===== src/rtl/button_pkg.sv =====
// Shared constants and helpers for the player push-button input path.
// Pure compile-time content: no logic, no latency.
// No flow control here; see button_input for the event handshake.
package button_pkg;

  // Upper bound on player buttons; press_id is sized to index this many.
  localparam int MAX_BUTTONS = 8;
  localparam int ID_W        = 3;

  localparam int DEFAULT_DEBOUNCE_CYCLES = 500000;
  localparam int DEFAULT_SYNC_STAGES     = 2;

  // Counter must be able to hold DEBOUNCE_CYCLES itself.
  function automatic int cnt_width(input int cycles);
    return $clog2(cycles + 1);
  endfunction

endpackage


===== src/rtl/button_debounce.sv =====
// Synchronizes and debounces one raw button; emits a one-cycle rise pulse on an accepted press.
// Latency: level/rise update SYNC_STAGES-1+DEBOUNCE_CYCLES edges after raw is first sampled.
// No backpressure: rise is a pulse and is not held.
//
// Ports:
//   clock, reset : system clock, asynchronous active-high reset
//   raw          : raw button pin, asynchronous to clock
//   level        : debounced level
//   rise         : one-cycle pulse, registered alongside level going 0->1
module button_debounce
  import button_pkg::*;
#(
  parameter int DEBOUNCE_CYCLES = DEFAULT_DEBOUNCE_CYCLES,
  parameter int SYNC_STAGES     = DEFAULT_SYNC_STAGES
) (
  input  logic clock,
  input  logic reset,
  input  logic raw,
  output logic level,
  output logic rise
);

  localparam int CW = cnt_width(DEBOUNCE_CYCLES);
  // Counter value at which the next differing cycle completes the count.
  localparam logic [CW-1:0] LAST = CW'(DEBOUNCE_CYCLES - 1);

  logic [SYNC_STAGES-1:0] sync;
  logic                   s;
  logic [CW-1:0]          cnt;

  assign s = sync[SYNC_STAGES-1];

  always_ff @(posedge clock or posedge reset) begin
    if (reset) begin
      sync  <= '0;
      cnt   <= '0;
      level <= 1'b0;
      rise  <= 1'b0;
    end else begin
      sync <= {sync[SYNC_STAGES-2:0], raw};
      rise <= 1'b0;
      if (s == level) begin
        // Any agreeing cycle (including a one-cycle bounce) restarts the count.
        cnt <= '0;
      end else if (cnt == LAST) begin
        level <= s;
        cnt   <= '0;
        rise  <= s;
      end else begin
        cnt <= cnt + CW'(1);
      end
    end
  end

endmodule


===== src/rtl/button_input.sv =====
// Turns debounced button presses into single events held in a one-entry register.
// Latency: press_valid rises SYNC_STAGES+DEBOUNCE_CYCLES edges after raw is first sampled high.
// Backpressure: valid/ack; a press arriving while an unacked event is held is dropped and sets overrun.
//
// Ports:
//   clock, reset   : system clock, asynchronous active-high reset
//   buttons_raw    : raw button pins, active-high, asynchronous
//   ack            : consumer took the current event
//   press_valid    : an event is held
//   press_id       : index of the held press (zero-extended)
//   press_onehot   : one-hot of press_id, zero while press_valid is low
//   buttons_level  : debounced level of every button
//   overrun        : sticky, one or more presses were dropped
module button_input
  import button_pkg::*;
#(
  parameter int NUM_BUTTONS     = 4,
  parameter int DEBOUNCE_CYCLES = DEFAULT_DEBOUNCE_CYCLES,
  parameter int SYNC_STAGES     = DEFAULT_SYNC_STAGES
) (
  input  logic                   clock,
  input  logic                   reset,
  input  logic [NUM_BUTTONS-1:0] buttons_raw,
  input  logic                   ack,
  output logic                   press_valid,
  output logic [ID_W-1:0]        press_id,
  output logic [NUM_BUTTONS-1:0] press_onehot,
  output logic [NUM_BUTTONS-1:0] buttons_level,
  output logic                   overrun
);

  logic [NUM_BUTTONS-1:0] rise;
  logic [ID_W-1:0]        sel_id;
  logic [NUM_BUTTONS-1:0] sel_onehot;
  logic                   any_rise;
  logic                   multi_rise;
  logic                   load;

  for (genvar i = 0; i < NUM_BUTTONS; i++) begin : g_btn
    button_debounce #(
      .DEBOUNCE_CYCLES (DEBOUNCE_CYCLES),
      .SYNC_STAGES     (SYNC_STAGES)
    ) u_debounce (
      .clock (clock),
      .reset (reset),
      .raw   (buttons_raw[i]),
      .level (buttons_level[i]),
      .rise  (rise[i])
    );
  end

  // Lowest index wins when several presses land in the same cycle.
  always_comb begin
    sel_id = '0;
    for (int i = NUM_BUTTONS - 1; i >= 0; i--) begin
      if (rise[i]) sel_id = ID_W'(i);
    end
  end

  assign sel_onehot = NUM_BUTTONS'(1) << sel_id;
  assign any_rise   = |rise;
  // Clearing the lowest set bit leaves something only if a second press exists.
  assign multi_rise = |(rise & (rise - NUM_BUTTONS'(1)));
  assign load       = any_rise && (!press_valid || ack);

  always_ff @(posedge clock or posedge reset) begin
    if (reset) begin
      press_valid  <= 1'b0;
      press_id     <= '0;
      press_onehot <= '0;
      overrun      <= 1'b0;
    end else begin
      if (load) begin
        press_valid  <= 1'b1;
        press_id     <= sel_id;
        press_onehot <= sel_onehot;
      end else if (press_valid && ack) begin
        press_valid  <= 1'b0;
        press_onehot <= '0;
      end
      if ((any_rise && !load) || multi_rise) begin
        overrun <= 1'b1;
      end
    end
  end

endmodule


===== config.mk =====
export PLATFORM = sky130hd
export DESIGN_NAME = button_input
export DESIGN_NICKNAME = d
export VERILOG_FILES = /design/src/rtl/button_pkg.sv /design/src/rtl/button_debounce.sv /design/src/rtl/button_input.sv
export SDC_FILE = /design/constraint.sdc
export NUM_CORES = 1
export LEC_CHECK = 0
export ABC_AREA = 0
export BUFFER_PORTS_ARGS = -buffer_cell sky130_fd_sc_hd__buf_2
export CORE_ASPECT_RATIO = 0.7
export CORE_MARGIN = 1.5
export CORE_UTILIZATION = 61
export DETAILED_ROUTE_END_ITERATION = 10
export PLACE_DENSITY = 0.9
export SYNTH_ARGS = -nofsm -noshare
export SYNTH_HDL_FRONTEND = slang
export SYNTH_SLANG_ARGS = --single-unit

===== constraint.sdc =====
create_clock -name clock -period 3.55 [get_ports clock]
set_input_delay 0.71 -clock clock [delete_from_list [all_inputs] [get_ports clock]]
set_output_delay 0.71 -clock clock [all_outputs]
set_load 0.05 [all_outputs]

## Yosys cells after proc, flatten, opt, wreduce, memory -nomap -nowiden

Index checks and enable logic that the tools add are counted.

| word-level totals | value |
|---|---|
| output and inout bits | 13 |
| logic and storage cells | 77 |
| register bits | 101 |
| bits of input ports | 7 |

| operators by class | value |
|---|---|
| equality and inequality tests | 8 |
| shifts and indexed selects | 1 |
| mux-type cells | 24 |
| bitwise logic cells | 5 |
| add/subtract/negate cells | 5 |
| reduce and logical (&&, ||, !) cells | 14 |

Operators by type and width:

| operator | number |
|---|---|
| $mux 19 | 8 |
| $add 19x1->19 const B | 4 |
| $eq 19x19->1 const B | 4 |
| $mux 1 | 10 |
| $mux 3 | 3 |
| $mux 4 | 2 |
| $reduce_and 2->1 | 4 |
| $reduce_or 4->1 | 2 |
| $and 4x4->4 | 1 |
| $eq 1x1->1 | 4 |
| $not 1->1 | 4 |
| $shl 1x3->4 const A | 1 |
| $sub 4x1->4 const B | 1 |
| $logic_and 1x1->1 | 3 |
| $logic_not 1->1 | 2 |
| $logic_or 1x1->1 | 2 |
| $mux 2 | 1 |
| $reduce_bool 2->1 | 1 |

## Longest topological paths before layout

| logic depth | value |
|---|---|
| depth in word-level cells | 6 |
| gate-level depth with buffers | 6 |
| depth with buffers taken out | 5 |

## Cells and area by module

From an unflattened synthesis, not the netlist that was laid out.

| unflattened totals | value |
|---|---|
| cell total of the unflattened synthesis | 478 |
| area, all modules | 5054.8 um^2 |

Modules (own cells, without submodules):

| module | cells each | area an instance (um^2) | seq. area each (um^2) | instances |
|---|---|---|---|---|
| button_debounce | 108 | 1153.6 | 575.6 | 4 |
| button_input | 46 | 440.4 | 200.2 | 1 |

## Worst setup path before layout

OpenSTA, ideal clock, no wires.

| timing | value |
|---|---|
| path kind | flip-flop to flip-flop |
| from | register g_btn[0].u_debounce.cnt[0] |
| to | register g_btn[0].u_debounce.cnt[16] |
| clock period less this slack | 1.905 ns |
| data arrival time | 1.827 ns |
| library setup time | 0.078 ns |
| path buffers | 0 |
| cell stages (with the launch flop) | 6 |
| setup slack | 1.645 ns |
| data required time | 3.472 ns |
| path through | dfrtp_1 ha_1 nand4_1 or4_1 or3_1 a21oi_1 |

| on the way | value |
|---|---|
| longest elaborated chain between the ends | 3 |
| elaborated cells between the ends (all ways) | 4 |
| those cells by class | add/sub: 1; eq/ne: 1; mux: 2 |

Ends and longest elaborated chain:

| what | RTL line | text |
|---|---|---|
| from (decl) | button_debounce.sv:29 | `logic [CW-1:0] cnt;` |
| from (signal assigned) | button_debounce.sv:50 | `cnt <= cnt + CW'(1);` |
| $add 19x1->19 or $eq 19x19->1 (tied branches) | button_debounce.sv:50, button_debounce.sv:45 |  |
| $mux 19 * | button_debounce.sv:45 | `end else if (cnt == LAST) begin` |
| $mux 19 * | button_debounce.sv:42 | `if (s == level) begin` |

Every way passes the cells marked *; elsewhere a longest branch is shown, timed or not.
A chain may end at the register's enable or synchronous reset.

## Final worst setup path

| timing | value |
|---|---|
| from | register g_btn[0].u_debounce.cnt[0] |
| to | register g_btn[0].u_debounce.cnt[18] |

The elaborated chain is that of the path after synthesis.

==> flow_metrics.env <==
export IMPL_syn_instance_count=477
export IMPL_leakagePower_nw=2.10
export IMPL_grt_pass1_wl_mm=15.9
export IMPL_ir_worst_vdd_mv=0.354
export IMPL_initial_core_util_pct=64.2
export IMPL_clk_pin_slew_ns=0.09
export IMPL_die_area_um2=8350
export IMPL_setup_violations=0
export IMPL_syn_area_um2=4760
export IMPL_wl_mm=9.15
export IMPL_drv_cap=0
export IMPL_period_needed_ns=2.21
export IMPL_async_flop_share_pct=100
export IMPL_synth_top_cell_by_area="dfrtp_1"
export IMPL_grt_max_degree=50
export IMPL_worstPathMaxFanout=8
export IMPL_layout_cells_non_filler=599
export IMPL_hp_start="g_btn[0].u_debounce.sync[0]"
export IMPL_max_freq_ghz=0.453
export IMPL_crit_path_end="g_btn[0].u_debounce.cnt[18]"
export IMPL_ys_ff_latch=100
export IMPL_htree_num_levels=3
export IMPL_cts_buffers=9
export IMPL_critPathLaunchType="flip-flop"
export IMPL_grt_overflow=0
export IMPL_clock_root_buffer="clkbuf_8"
export IMPL_r2r_end="g_btn[0].u_debounce.cnt[18]"
export IMPL_timing_rr_start="g_btn[0].u_debounce.cnt[0]"
export IMPL_p_seq_share_pct=59.6
export IMPL_critPathLaunch="g_btn[0].u_debounce.cnt[0]"
export IMPL_hp_class="reg2reg"
export IMPL_route_detailed_drc=0
export IMPL_ant_nets=0
export IMPL_worstMarginPinSlew_ns=0.775
export IMPL_via_per_inst=6.05
export IMPL_ys_top_cells_by_area="dfrtp_1, xnor2_1, nor2_1"
export IMPL_grt_usage_pct=24.3
export IMPL_clock_latency_ns=0.36
export IMPL_pwr_share_clk_pct=36.8
export IMPL_ctsResizeCount=0
export IMPL_grt_pass1_vias=3452
export IMPL_setup_slack_ns=1.34
export IMPL_ys_flop_type="dfrtp_1"
export IMPL_finalSetupTns_ns=0
export IMPL_area_growth_pct=8.04
export IMPL_fin_nets=507
export IMPL_p_per_area_nw_per_um2=382
export IMPL_io_pins=20
export IMPL_hpwl_mm=6.33
export IMPL_crit_path_end_kind="flip-flop"
export IMPL_clk_path_buf_depth=2
export IMPL_final_max_slew_viol_count=0
export IMPL_die_h_um=76.9
export IMPL_p_sw_w=0.000438
export IMPL_synth_top_area_share_pct=52.6
export IMPL_coreArea_um2=7420
export IMPL_wl_per_cell_um=15.3
export IMPL_die_w_um=109
export IMPL_hold_viol=0
export IMPL_gp_congestion=0.891
export IMPL_final_period_utilization_pct=62.2
export IMPL_diodes=0
export IMPL_fp_row_count=26
export IMPL_ys_seq_area_share_pct=52.6
export IMPL_combPwrFrac_pct=3.6
export IMPL_cts_tree="done"
export IMPL_cts_setup_buffers=0
export IMPL_num_vias=3624
export IMPL_hold_path_depth=0
export IMPL_rsz0062_at_grt="false"
export IMPL_drive_gt1_share_pct=12.2
export IMPL_cts_hold_buffers=0
export IMPL_portBuffers=18
export IMPL_synth_distinct_cells=46
export IMPL_dr_pass1_iters=5
export IMPL_reg2regPathDepth=5
export IMPL_swShare_pct=22.3
export IMPL_drtIter0Drc=200
export IMPL_cp_data_required_time_ns=3.83
export IMPL_relSlewSlack_pct=47.8
export IMPL_dpl_cell_count=583
export IMPL_synth_avg_cell_area_um2=9.98
export IMPL_ys_warn_count=0
export IMPL_clock_sinks=100
export IMPL_dp_slack_ns=1.40
export IMPL_synth_nets=488
export IMPL_intPower_w=0.00153
export IMPL_status="completed"
export IMPL_synth_edff_count=0
export IMPL_cp_arrival_ns=2.49
export IMPL_fillers=549
export IMPL_fin_worst_skew_ns=0.00997
export IMPL_critPathKind="reg2reg"
export IMPL_r2r_slack_ns=1.34
export IMPL_grt_antenna_before_repair=0
==> critical path, stage by stage, from the launching register on <==
cell	delay (ns)
dfrtp_1	0.39
ha_1	0.23
nand4_1	0.33
or4_1	0.67
or3_1	0.34
a21oi_1	0.17
==> layer usage <==
layer / track usage [%] / vias up / routed length [µm]
li1: - / 1725 / -
met1: 33.2 / 1765 / 4210
met2: 37.8 / 112 / 4330
met3: 5.95 / 22 / 467
met4: 8.68 / 0 / 146
met5: 0 / - / 0
==> layout make-up <==
cell class | instances | area [µm²] | share of cell area [%]
Inverter | 14 | 55.1 | 1.07
Multi-Input combinational cell | 347 | 2120 | 41.2
Clock inverter | 2 | 15.0 | 0.292
Sequential cell | 100 | 2500 | 48.7
Clock buffer | 14 | 193 | 3.75
Timing Repair Buffer | 24 | 135 | 2.63
Tap cell | 98 | 123 | 2.38
==> cell usage after synthesis (12+ instances only) <==
master     n
o21ai_0   12
nand2_1   27
nor2_1    70
nor3_1    12
nor4_1    18
a21oi_1   20
nand3_1   28
xnor2_1   40
dfrtp_1  100
xor2_1    16
nand4_1   19
inv_1     14
or3_1     12
==> layout by cell type, fill, tap and decap left out, types with 2 or more instances in the layout <==
master,count
a21oi_1,20
a22o_1,2
and2_1,3
and3_1,8
and4_1,2
buf_2,18
buf_4,6
clkbuf_8,14
clkinvlp_4,2
dfrtp_1,100
ha_1,4
inv_1,13
mux2_2,3
nand2_1,27
nand3_1,28
nand3b_1,2
nand4_1,19
nor2_1,70
nor2b_1,2
nor3_1,12
nor3b_1,3
nor4_1,18
nor4bb_1,2
o21ai_0,12
o31ai_1,6
o31ai_2,2
o41ai_1,2
or2_2,7
or3_1,12
or4_1,11
xnor2_1,40
xor2_1,16
==> power groups by stage <==
| stage | registers [W] | clock network, W | logic [W] |
|---|---|---|---|
| floorplan | 0.00119 | 0 | 0.0000508 |
| global placement | 0.00119 | 0 | 0.0000691 |
| detailed placement | 0.00119 | 0 | 0.0000722 |
| CTS | 0.00117 | 0.000741 | 0.0000732 |
| global route | 0.00117 | 0.000787 | 0.0000825 |
| finish | 0.00117 | 0.000723 | 0.0000709 |
==> stage by stage <==
stage                     area, µm²  utilization, %  power [W]  hold slack [ns]
after floorplan                4760               -    0.00124            0.331
after global placement         4930            66.5    0.00126            0.332
after CTS                      5140            69.3    0.00198            0.358
after detailed placement       4930            66.5    0.00126            0.336
final                          5140            69.3    0.00196            0.355
after global routing           5140            69.3    0.00204            0.362
==> registers in the layout, summed over array words and instances, names as in the netlist <==
signal	flops
press_id	2
overrun	1
g_btn.u_debounce.level	4
press_valid	1
g_btn.u_debounce.rise	4
press_onehot	4
g_btn.u_debounce.cnt	76
g_btn.u_debounce.sync	8
==> worst min path at each step <==
| stage | slack (ns) | to |
|---|---|---|
| final | 0.36 | g_btn[0].u_debounce.sync[1] |
| after global placement | 0.33 | g_btn[2].u_debounce.sync[1] |
| after CTS | 0.36 | g_btn[0].u_debounce.sync[1] |
| after global routing | 0.36 | g_btn[0].u_debounce.sync[1] |
| after floorplan | 0.33 | g_btn[0].u_debounce.sync[1] |
| after detailed placement | 0.34 | g_btn[0].u_debounce.sync[1] |
==> cell families after synthesis <==
kind of cell             synth area share, %
adder cells (fa/ha/maj)                 1.05
XOR/XNOR                                10.3
flip-flops                              52.6
AO/OA/AOI/OAI                           6.94
buffers and inverters                   2.89
other                                 0.0788
multiplexers                           0.710
AND/OR/NAND/NOR                         25.4
(Power assumes the default switching activity.)
